File: src/rtl/clk_gate_ctrl_pkg.sv
// rtl/clk_gate_ctrl_pkg.sv - shared types and constants for the clock-gate enable generator
package clk_gate_ctrl_pkg;

  typedef enum logic [1:0] {
    CGC_ACTIVE = 2'd0,
    CGC_GATED  = 2'd1,
    CGC_WAKE   = 2'd2
  } cgc_state_e;

  localparam int CGC_STATS_W = 32;

endpackage

File: src/rtl/cgc_down_cnt.sv
// rtl/cgc_down_cnt.sv - loadable down-counter with an ==1 flag, holds at zero
module cgc_down_cnt #(
  parameter int             W       = 4,
  parameter logic [W-1:0]   RST_VAL = '0
) (
  input  logic         i_clk,
  input  logic         i_rst,
  input  logic         i_load,
  input  logic [W-1:0] i_load_val,
  input  logic         i_dec,
  output logic         o_one
);

  logic [W-1:0] r_cnt;

  always_ff @(posedge i_clk or posedge i_rst) begin
    if (i_rst) begin
      r_cnt <= RST_VAL;
    end else if (i_load) begin
      r_cnt <= i_load_val;
    end else if (i_dec && (r_cnt != '0)) begin
      r_cnt <= r_cnt - 1'b1;
    end
  end

  assign o_one = (r_cnt == W'(1));

endmodule

File: src/rtl/clk_gate_ctrl.sv
// rtl/clk_gate_ctrl.sv - idle-driven clock-gate enable with wake-up ready masking
// Optional gated-cycle statistics counter: CLK_GATE_CTRL_STATS_EN
module clk_gate_ctrl
  import clk_gate_ctrl_pkg::*;
#(
  parameter int IDLE_CYCLES = 16,
  parameter int WAKE_CYCLES = 2
) (
  input  logic                   clk_i,
  input  logic                   rst_i,
  input  logic                   force_en_i,
  input  logic                   busy_i,
  input  logic                   in_valid_i,
  input  logic                   in_ready_i,
  output logic                   in_ready_o,
  output logic                   clk_en_o,
  output logic                   gated_o,
  input  logic                   stats_clr_i,
  output logic [CGC_STATS_W-1:0] gated_cycles_o
);

  localparam int CNT_MAX = (IDLE_CYCLES > WAKE_CYCLES) ? IDLE_CYCLES : WAKE_CYCLES;
  localparam int CNT_W   = $clog2(CNT_MAX + 1);
  localparam logic [CNT_W-1:0] IDLE_LD = CNT_W'(IDLE_CYCLES);
  localparam logic [CNT_W-1:0] WAKE_LD = CNT_W'(WAKE_CYCLES);
  localparam logic             NO_WAKE = (WAKE_CYCLES == 0);

  generate
    if (IDLE_CYCLES < 1) begin : g_bad_idle
      $error("clk_gate_ctrl: IDLE_CYCLES must be >= 1");
    end
  endgenerate

  cgc_state_e r_state;
  logic       r_clk_en;
  logic       r_gated;
  logic       w_activity;
  logic       w_wake_req;
  logic       w_icnt_load;
  logic       w_icnt_dec;
  logic       w_icnt_one;
  logic       w_wcnt_load;
  logic       w_wcnt_dec;
  logic       w_wcnt_one;

  assign w_activity  = in_valid_i | busy_i | force_en_i;
  assign w_wake_req  = (r_state == CGC_GATED) & w_activity;
  assign w_icnt_load = ((r_state == CGC_ACTIVE) & w_activity)
                     | (w_wake_req & NO_WAKE)
                     | ((r_state == CGC_WAKE) & w_wcnt_one);
  assign w_icnt_dec  = (r_state == CGC_ACTIVE) & ~w_activity;
  assign w_wcnt_load = w_wake_req & ~NO_WAKE;
  assign w_wcnt_dec  = (r_state == CGC_WAKE);

  cgc_down_cnt #(.W(CNT_W), .RST_VAL(IDLE_LD)) u_icnt (
    .i_clk      (clk_i),
    .i_rst      (rst_i),
    .i_load     (w_icnt_load),
    .i_load_val (IDLE_LD),
    .i_dec      (w_icnt_dec),
    .o_one      (w_icnt_one)
  );

  cgc_down_cnt #(.W(CNT_W), .RST_VAL('0)) u_wcnt (
    .i_clk      (clk_i),
    .i_rst      (rst_i),
    .i_load     (w_wcnt_load),
    .i_load_val (WAKE_LD),
    .i_dec      (w_wcnt_dec),
    .o_one      (w_wcnt_one)
  );

  // Enable and status are registered alongside the state so the gate cell never sees input glitches.
  always_ff @(posedge clk_i or posedge rst_i) begin
    if (rst_i) begin
      r_state  <= CGC_ACTIVE;
      r_clk_en <= 1'b1;
      r_gated  <= 1'b0;
    end else begin
      case (r_state)
        CGC_ACTIVE: begin
          if (!w_activity && w_icnt_one) begin
            r_state  <= CGC_GATED;
            r_clk_en <= 1'b0;
            r_gated  <= 1'b1;
          end
        end
        CGC_GATED: begin
          if (w_activity) begin
            r_state  <= NO_WAKE ? CGC_ACTIVE : CGC_WAKE;
            r_clk_en <= 1'b1;
            r_gated  <= 1'b0;
          end
        end
        CGC_WAKE: begin
          if (w_wcnt_one) begin
            r_state <= CGC_ACTIVE;
          end
        end
        default: begin
          r_state  <= CGC_ACTIVE;
          r_clk_en <= 1'b1;
          r_gated  <= 1'b0;
        end
      endcase
    end
  end

  assign clk_en_o   = r_clk_en;
  assign gated_o    = r_gated;
  assign in_ready_o = (r_state == CGC_ACTIVE) & in_ready_i;

`ifdef CLK_GATE_CTRL_STATS_EN
  logic [CGC_STATS_W-1:0] r_gated_cycles;

  always_ff @(posedge clk_i or posedge rst_i) begin
    if (rst_i) begin
      r_gated_cycles <= '0;
    end else if (stats_clr_i) begin
      r_gated_cycles <= '0;
    end else if (r_gated && (r_gated_cycles != '1)) begin
      r_gated_cycles <= r_gated_cycles + 1'b1;
    end
  end

  assign gated_cycles_o = r_gated_cycles;
`else
  logic w_unused_stats_clr;
  assign w_unused_stats_clr = stats_clr_i;
  assign gated_cycles_o     = '0;
`endif

endmodule

File: config.mk
export PLATFORM = sky130hd
export DESIGN_NAME = clk_gate_ctrl
export DESIGN_NICKNAME = d
export VERILOG_FILES = /design/src/rtl/clk_gate_ctrl_pkg.sv /design/src/rtl/cgc_down_cnt.sv /design/src/rtl/clk_gate_ctrl.sv
export SDC_FILE = /design/constraint.sdc
export NUM_CORES = 1
export LEC_CHECK = 0
export CORE_ASPECT_RATIO = 0.75
export CORE_MARGIN = 3
export CORE_UTILIZATION = 40
export CTS_BUF_LIST = sky130_fd_sc_hd__clkbuf_2
export DETAILED_ROUTE_END_ITERATION = 8
export GPL_TIMING_DRIVEN = 0
export PLACE_DENSITY = 0.73
export SLEW_MARGIN = 20
export SYNTH_ARGS = -nofsm -noshare
export SYNTH_HDL_FRONTEND = slang
export SYNTH_SLANG_ARGS = --single-unit
File: constraint.sdc
create_clock -name clk_i -period 1.95 [get_ports clk_i]
set_input_delay 0.4875 -clock clk_i [delete_from_list [all_inputs] [get_ports clk_i]]
set_output_delay 0.4875 -clock clk_i [all_outputs]
set_load 0.005 [all_outputs]
## Word level (Yosys, flattened, before mapping)

Index checks and enable logic that the tools add are counted.

- Input port bits: 7
- Output and inout port bits: 35
- Register bits after elaboration: 14

- Bitwise logic cells: 10
- $add $sub $neg: 2
- Muxes and demuxes: 14
- Equal/unequal tests: 7
- Reduce and logical (&&, ||, !) cells: 11

Operators by type and width:

| cell | number |
|---|---|
| two-way mux 5 bit | 4 |
| == test 5 x 1 -> 1 bit (second input constant) | 2 |
| nonzero test 5 bit | 2 |
| subtractor 5 x 1 -> 5 bit (second input constant) | 2 |
| two-way mux 2 bit | 3 |
| case mux 1 bit (3 select lines) | 2 |
| case mux 2 bit (3 select lines) | 1 |
| AND reduction 3 bit | 2 |
| AND 1 bit | 5 |
| two-way mux 1 bit | 4 |
| != test 2 bit (second input constant) | 2 |
| nonzero test 2 bit | 2 |
| logical AND 1 bit | 3 |
| OR 1 bit | 3 |
| == test 2 x 1 -> 1 bit (second input constant) | 1 |
| == test 2 bit (second input constant) | 1 |
| zero test 2 bit | 1 |
| != test 2 x 1 -> 1 bit (second input constant) | 1 |
| inverter 1 bit | 2 |
| zero test 1 bit | 1 |

## Depth between registers and ports, before layout

- Depth after elaboration: 7
- Gate-level depth with buffers: 5
- Depth with buffers taken out: 5

## By module

A second synthesis with hierarchy kept.

- Cell total of the unflattened synthesis: 129
- Area total of the unflattened synthesis: 1149.9 um^2

By module, submodules not included:

| module | instances | cells each | area each (um^2) |
|---|---|---|---|
| clk_gate_ctrl | 1 | 57 | 465.4 |
| cgc_down_cnt (u_icnt) | 1 | 36 | 342.8 |
| cgc_down_cnt (u_wcnt) | 1 | 36 | 341.6 |

## Least setup slack after synthesis

No wires, ideal clock.

- Kind: reg-to-reg
- Start: register u_wcnt.r_cnt[1]
- End: register u_icnt.r_cnt[0]
- Arrival time: 1.452 ns
- Cell stages (with the launch flop): 6
- Library setup time: 0.120 ns
- Buffers on the path: 0
- Slack: 0.379 ns
- Data required time: 1.830 ns
- Clock period less this slack: 1.571 ns
- Cells stage by stage: dfrtp_1 > inv_1 > ha_1 > or4b_4 > or2_4 > a31o_1

- Word-level cells in the longest chain between the ends: 4
- Elaborated cells between the ends (all ways): 5

Ends and longest elaborated chain:

| item | line | source |
|---|---|---|
| start: declaration | cgc_down_cnt.sv:14 | `logic [W-1:0] r_cnt;` |
| start signal: assignment | cgc_down_cnt.sv:20 | `r_cnt <= i_load_val;` |
| start signal: assignment | cgc_down_cnt.sv:22 | `r_cnt <= r_cnt - 1'b1;` |
| == test 5 x 1 -> 1 bit (*) | cgc_down_cnt.sv:26 | `assign o_one = (r_cnt == W'(1));` |
| AND 1 bit (*) | clk_gate_ctrl.sv:50 | `\| ((r_state == CGC_WAKE) & w_wcnt_one);` |
| OR 1 bit (*) | clk_gate_ctrl.sv:50 |  |
| two-way mux 5 bit or nonzero test 2 bit (tied branches) | n/a |  |
| end signal: assignment | cgc_down_cnt.sv:20 |  |
| end signal: assignment | cgc_down_cnt.sv:22 |  |
| end: declaration | cgc_down_cnt.sv:14 |  |

Mark *: on every way between the ends. The rest lies on a longest branch, timed or not.
A chain may end at the register's enable or synchronous reset.

## Worst setup path in the final report

- Start: register r_clk_en (netlist: clk_en_o)
- End: output clk_en_o

RTL lines:

| item | line | source |
|---|---|---|
| start: declaration | clk_gate_ctrl.sv:35 | `logic r_clk_en;` |
| start signal: assignment | clk_gate_ctrl.sv:77 | `r_clk_en <= 1'b1;` |
| start signal: assignment | clk_gate_ctrl.sv:84 | `r_clk_en <= 1'b0;` |
| start signal: assignment | clk_gate_ctrl.sv:91 | `r_clk_en <= 1'b1;` |
| end: declaration | clk_gate_ctrl.sv:16 | `output logic clk_en_o,` |

No word-level cell between the ends.

==> results by group <==
CTS
  – Maximum clock path buffer count: 2
  – Clock sinks: 14
  – Num CTS Buffers: 3
  – Clock-pin transition on the worst setup and hold timing paths: 140 ps
  – Worst skew pair latency: 280 ps
  – CTS tree: done
  – Max H-tree Level: 1
  – Hold-fix buffers, CTS: 0
  – Root buf cell: clkbuf_2

Critical path
  – Startpoint type of the worst setup path: flop
  – Critical path class: reg -> out
  – Critical path fanouts, max: 2
  – Worst path arrival time: between 1000 and 1500 ps
  – Slowest CP cell: dfstp_2
  – Family with the most delay on the worst path: flip-flops
  – Critical Path Max Stage Delay: between 500 and 600 ps
  – CP cell instances: clkdlybuf4s50_1
  – Buf+Inv Stages, Crit Path: 1
  – Worst endpoint required time: roughly 1500 ps
  – Crit end category: output pin

Synthesis
  – Leading area contributor after synthesis: dfrtp_1
  – Seq/Total Area, Yosys: 32.8%
  – Post-synth top flop: dfrtp_1
  – Syn avg cell area: between 9 and 10 µm²
  – Post-Syn Area: around 0.0011 mm²
  – Post-Syn Instances: 118
  – Ys Warns: 0
  – Post-synth top area share: roughly 28%
  – Area contributors post-synth: dfrtp_1 (28%), buf_4 (22%), dfstp_2 (4.9%)
  – Synth cell types: 39
  – Asr flop ratio synth: 100%
  – Post-synth EDFFs: 0
  – Post-synthesis register bit count: 14
  – Top-count cell post-synth: buf_4
  – Post-synth top cells: buf_4 (32), dfrtp_1 (12), inv_1 (6), o21ai_0 (5)

Timing
  – Period utilization: between 90 and 100%
  – Setup_tns: 0 ps
  – Fin crit period: 1820 ps
  – Slew HR: between 50% and 60%
  – Count of pins over their slew limit: 0
  – Setup violators final: 0
  – Unrepaired setup endpoints after global routing: false
  – FMAX: roughly 0.55 GHz
  – Final Skew: ~2.3 ps
  – Slew @ Worst Pin: about 650 ps
  – Final hold viol count: 0
  – Worst Hold Slack: 521 ps

Global route
  – Initial antenna violation count: 0
  – Total GRT Usage: between 10% and 20%
  – First-pass GRT wire length: ~3500 µm
  – GRT overflow: 0
  – Number of global-route vias before repair: about 820
  – Largest net degree at the start of global routing: 15

Layout
  – Area Growth Syn to Fin: 25.0%
  – Share of layout cells above drive strength 1: between 20% and 30%
  – NumNets Final: about 170
  – Final instance area: 0.00135 mm²
  – Final core occ: a little under three fifths
  – Antenna diode count: 0

Placed design
  – Port Buffers: 8
  – Routability cong.: about 0.76
  – DPL Wire Length: roughly 1700 µm
  – Placed Area: around 0.0013 mm²

Run
  – Maxcap violations: 0

Die
  – Initial core utilization: between 40 and 50%
  – Die Height: approximately 50 µm
  – Die X: 65.9 µm
  – Core Area: 0.00242 mm²
  – Num rows: 15
  – Die area: 0.00335 mm²
  – IO Pins: between 40 and 50

Power and ir drop
  – P per Cell Area: 910 mW/mm²
  – Maximum VDD drop: 548 µV
  – Total chip power: 0.00122 W
  – Leakage: just over 0.7 nW

Routing
  – Routed len/inst: 10.7 µm
  – Drt total wl: between 2000 and 2500 µm
  – TritonRoute pass-1 iters: 4
  – DR iter-0 viols: 17
  – Drc violations: 0
  – Via/cell ratio: 4.49
  – Post-route ant nets: 0
  – Routed vias: 875

Status
  – Status: finished clean

Worst hold path
  – Hold WC Path Type: in -> async
## cells in the final DEF, fill, tap and decap left out, drive strengths merged, types with 2 or more instances in the layout
master,instances
ha,4
nor2,2
mux2i,2
or4b,3
dfrtp,12
inv,6
and3,2
o21a,2
nand3,3
clkbuf,4
o21ai,5
nor4b,3
nor3,4
a21o,2
a31o,2
dfstp,2
nor4,3
o31ai,2
or2,2
conb,32
a21oi,3
nand2,4
clkdlybuf4s50,7
buf,33
nand2b,5
## cell families after synthesis
| logic type | synth area share, % |
|---|---|
| DFF | 32.8 |
| and+or+nand+nor | 20.9 |
| other | 0.349 |
| adders and majority gates | 4.65 |
| muxes | 1.86 |
| AOI/OAI and AO/OA | 14.2 |
| buffers and inverters | 25.2 |
## sequential cells by signal (all words and copies together) (netlist names)
name and cells:
u_wcnt.r_cnt 5, r_state 2, gated_o 1, clk_en_o 1, u_icnt.r_cnt 5
## repair_timing
| action | CTS | global route |
|---|---|---|
| endpoints found under the setup margin | 1 | 1 |
| setup buffers | 1 | 0 |
| gates resized for setup | 3 | 1 |
## worst paths after layout
check                      cells past startpoint                          end                         from  slack, ps
min                                            2       r_state[1]$_DFFE_PP0P_                        rst_i        520
max reg2reg                                    5  u_icnt.r_cnt[0]$_DFFE_PP0P_  u_wcnt.r_cnt[1]$_DFFE_PP0P_        260
min in group clk_i                             2          gated_o$_DFFE_PP0P_          gated_o$_DFFE_PP0P_        530
max in group asynchronous                      2       r_state[0]$_DFFE_PP0P_                        rst_i       1050
max                                            1                     clk_en_o         clk_en_o$_DFFE_PP1P_        130
min reg2reg                                    2          gated_o$_DFFE_PP0P_          gated_o$_DFFE_PP0P_        530
## layer usage
layer	share of wire (%)	routed length, µm	GRT usage (%)	vias to the layer above
met5	0	0	0	-
met4	0.96	20	4.83	0
met3	7.8	163	4.40	2
met2	48	1010	22.3	37
met1	43	904	17.0	394
li1	-	-	-	442
## layout make-up
cell class / count / area [µm²]
Clock buffer: 3 / 15.0
Sequential cell: 14 / 354
Clock inverter: 1 / 3.75
Timing Repair Buffer: 9 / 86.3
Buffer: 33 / 244
Tap cell: 34 / 42.5
Inverter: 6 / 22.5
Multi-Input combinational cell: 95 / 577
Fill cell: 220 / 1080
## metrics by stage
stage,setup slack [ps],std cells
floorplan,379,149
global placement,-206,191
detailed placement,-243,191
CTS,80.6,195
global route,53.3,195
finish,135,195
## where the power goes
group	leakage (nW)	switching [W]	internal, W
sequential	0.176	0.000120	0.000393
clock	0.0140	0.0000988	0.0000446
combinational	0.515	0.000273	0.000295
total	0.704	0.000491	0.000732
(Power assumes the default switching activity.)
==> RTL edit, RTL diff (same settings) <==
The option `CLK_GATE_CTRL_STATS_EN` is turned on by a define.
--- a/src/rtl/clk_gate_ctrl.sv
+++ b/src/rtl/clk_gate_ctrl.sv
@@ -1,5 +1,7 @@
 // rtl/clk_gate_ctrl.sv - idle-driven clock-gate enable with wake-up ready masking
 // Optional gated-cycle statistics counter: CLK_GATE_CTRL_STATS_EN
+`define CLK_GATE_CTRL_STATS_EN
+
 module clk_gate_ctrl
   import clk_gate_ctrl_pkg::*;
 #(
Behaviour: no difference found for any inputs over 10 cycles, from zero or initial values and one cycle with rst_i high; that may be too few to reach the edited logic, so the function may still have changed.
==> RTL edit against the original RTL <==
The run now ends with setup timing left. Clock power rose to 2.8 times the old value. Sequential cell count up 32. Synthesized cell count up 140%. First-iteration DRC count rose to 13 times the old value. Cell count up 140%. Setup slack worse by 0.31 ns. Design area rose to 2.9 times the old value. Routed wire length rose to 3.7 times the old value. Synthesized area up 140%. Total power up 18%. Die area up 120%. Largest power group is now sequential cells.
==> RTL edit: results (changes against the original RTL) <==
RUN_STATUS='complete, but fails checks'
VIOLATIONS_IN_THE_FINAL_REPORTS='setup timing'
P_COMB_uW=82.4  # -85%
SEQ_POWER_SHARE_PCT=66.3  # +24 points
SYNTH_XOR_AREA_SHARE_PCT=4.46  # +4.5 points
ROUTED_WL_UM=7810  # +270%
FILLER_CELL_COUNT=466  # +110%
GRT_UTIL_ALL_LAYERS_PCT=19.1  # +5.4 points
P_SW_SHARE_PCT=25.5  # -15 points
LAYOUT_SETUP_WS_NS=-0.177  # -0.312 ns
DETAILED_PLACE.AREA_UM2=3100  # +140%
PRE_CTS_WS_NS=-0.590  # -0.347 ns
WORST-R2R-CELL-COUNT=7  # +2
TIMING.RR.END='gated_cycles_o[18]$_DFFE_PP0P_'
POSTCTSSETUPREPAIRBUFS=21  # +20
DETAIL_ROUTE.VIAS_PER_CELL=5.70  # +27%
TIMING.FINAL.SETUP_VIOLATIONS=14  # +14
YS_TOP_CELLS_BY_COUNT='sky130_fd_sc_hd__dfrtp_1 (44), sky130_fd_sc_hd__nor2_1 (27), sky130_fd_sc_hd__a21oi_1 (25)'
CRIT_START='gated_cycles_o[28]$_DFFE_PP0P_'
GP_ROUTABILITY_CONGESTION=0.910  # +20%
VDD.IR_DROP.WORST_mV=0.277  # -49%
WHS_NS=0.326  # -0.195 ns
STATIC_POWER_DUE_TO_LEAKAGE_nW=2.02  # +190%
CP.ARRIVAL_NS=2.44  # +1.11 ns
WIRE_LENGTH_OF_THE_FIRST_GLOBAL_ROUTING_PASS_UM=11300  # +220%
DRT_ITER0_DRC=220  # +203
TIMING.CLOCK.SKEW_NS=0.0293  # +0.0270 ns
[RTL edit: cell count changes in the layout (fill, tap and decap cells not counted), sizes merged, moves of 14 or more]
cell / unedited run / this run
nand2: 4 / 19
conb: 32 / 0
nand4: 0 / 14
a21oi: 3 / 25
buf: 33 / 57
dlymetal6s2s: 0 / 25
or3: 1 / 16
dfrtp: 12 / 44
nor2: 2 / 27
[RTL edit: worst max-delay path by stage]
stage / to / slack, ns / cells past startpoint
6_report: gated_cycles_o[18]$_DFFE_PP0P_ / -0.18 / 7
3_5_place_dp: u_icnt.r_cnt[3]$_DFFE_PP0P_ / -0.59 / 7
3_3_place_gp: gated_cycles_o[30]$_DFFE_PP0P_ / -0.59 / 2
2_1_floorplan: gated_cycles_o[24]$_DFFE_PP0P_ / -0.22 / 8
4_1_cts: gated_cycles_o[30]$_DFFE_PP0P_ / -0.14 / 7
5_1_grt: gated_cycles_o[22]$_DFFE_PP0P_ / -0.25 / 7
[RTL edit: final cells by class]
type	count	area share, %
Clock buffer	6	0.774
Tap cell	78	2.51
Multi-Input combinational cell	212	39.4
Buffer	8	1.74
Timing Repair Buffer	96	23.4
Inverter	16	1.55
Clock inverter	2	0.226
Sequential cell	46	30.4
[RTL edit: per-layer routing]
layer	routed length [um]	up-vias	global-route usage (%)
met4	126	0	5.00
met3	553	17	3.80
met1	3560	1261	29.0
li1	-	1239	-
met5	0	-	0
met2	3560	127	27.8
[RTL edit: cells by family (layout without fill, tap and decap cells)]
kind of cell / Yosys count / after routing
xor gates and xnor gates: 13 / 13
AOI/OAI and AO/OA: 57 / 57
muxes: 2 / 2
buffers and inverters: 29 / 128
DFF: 46 / 46
adders and majority gates: 5 / 5
and+or+nand+nor: 135 / 135
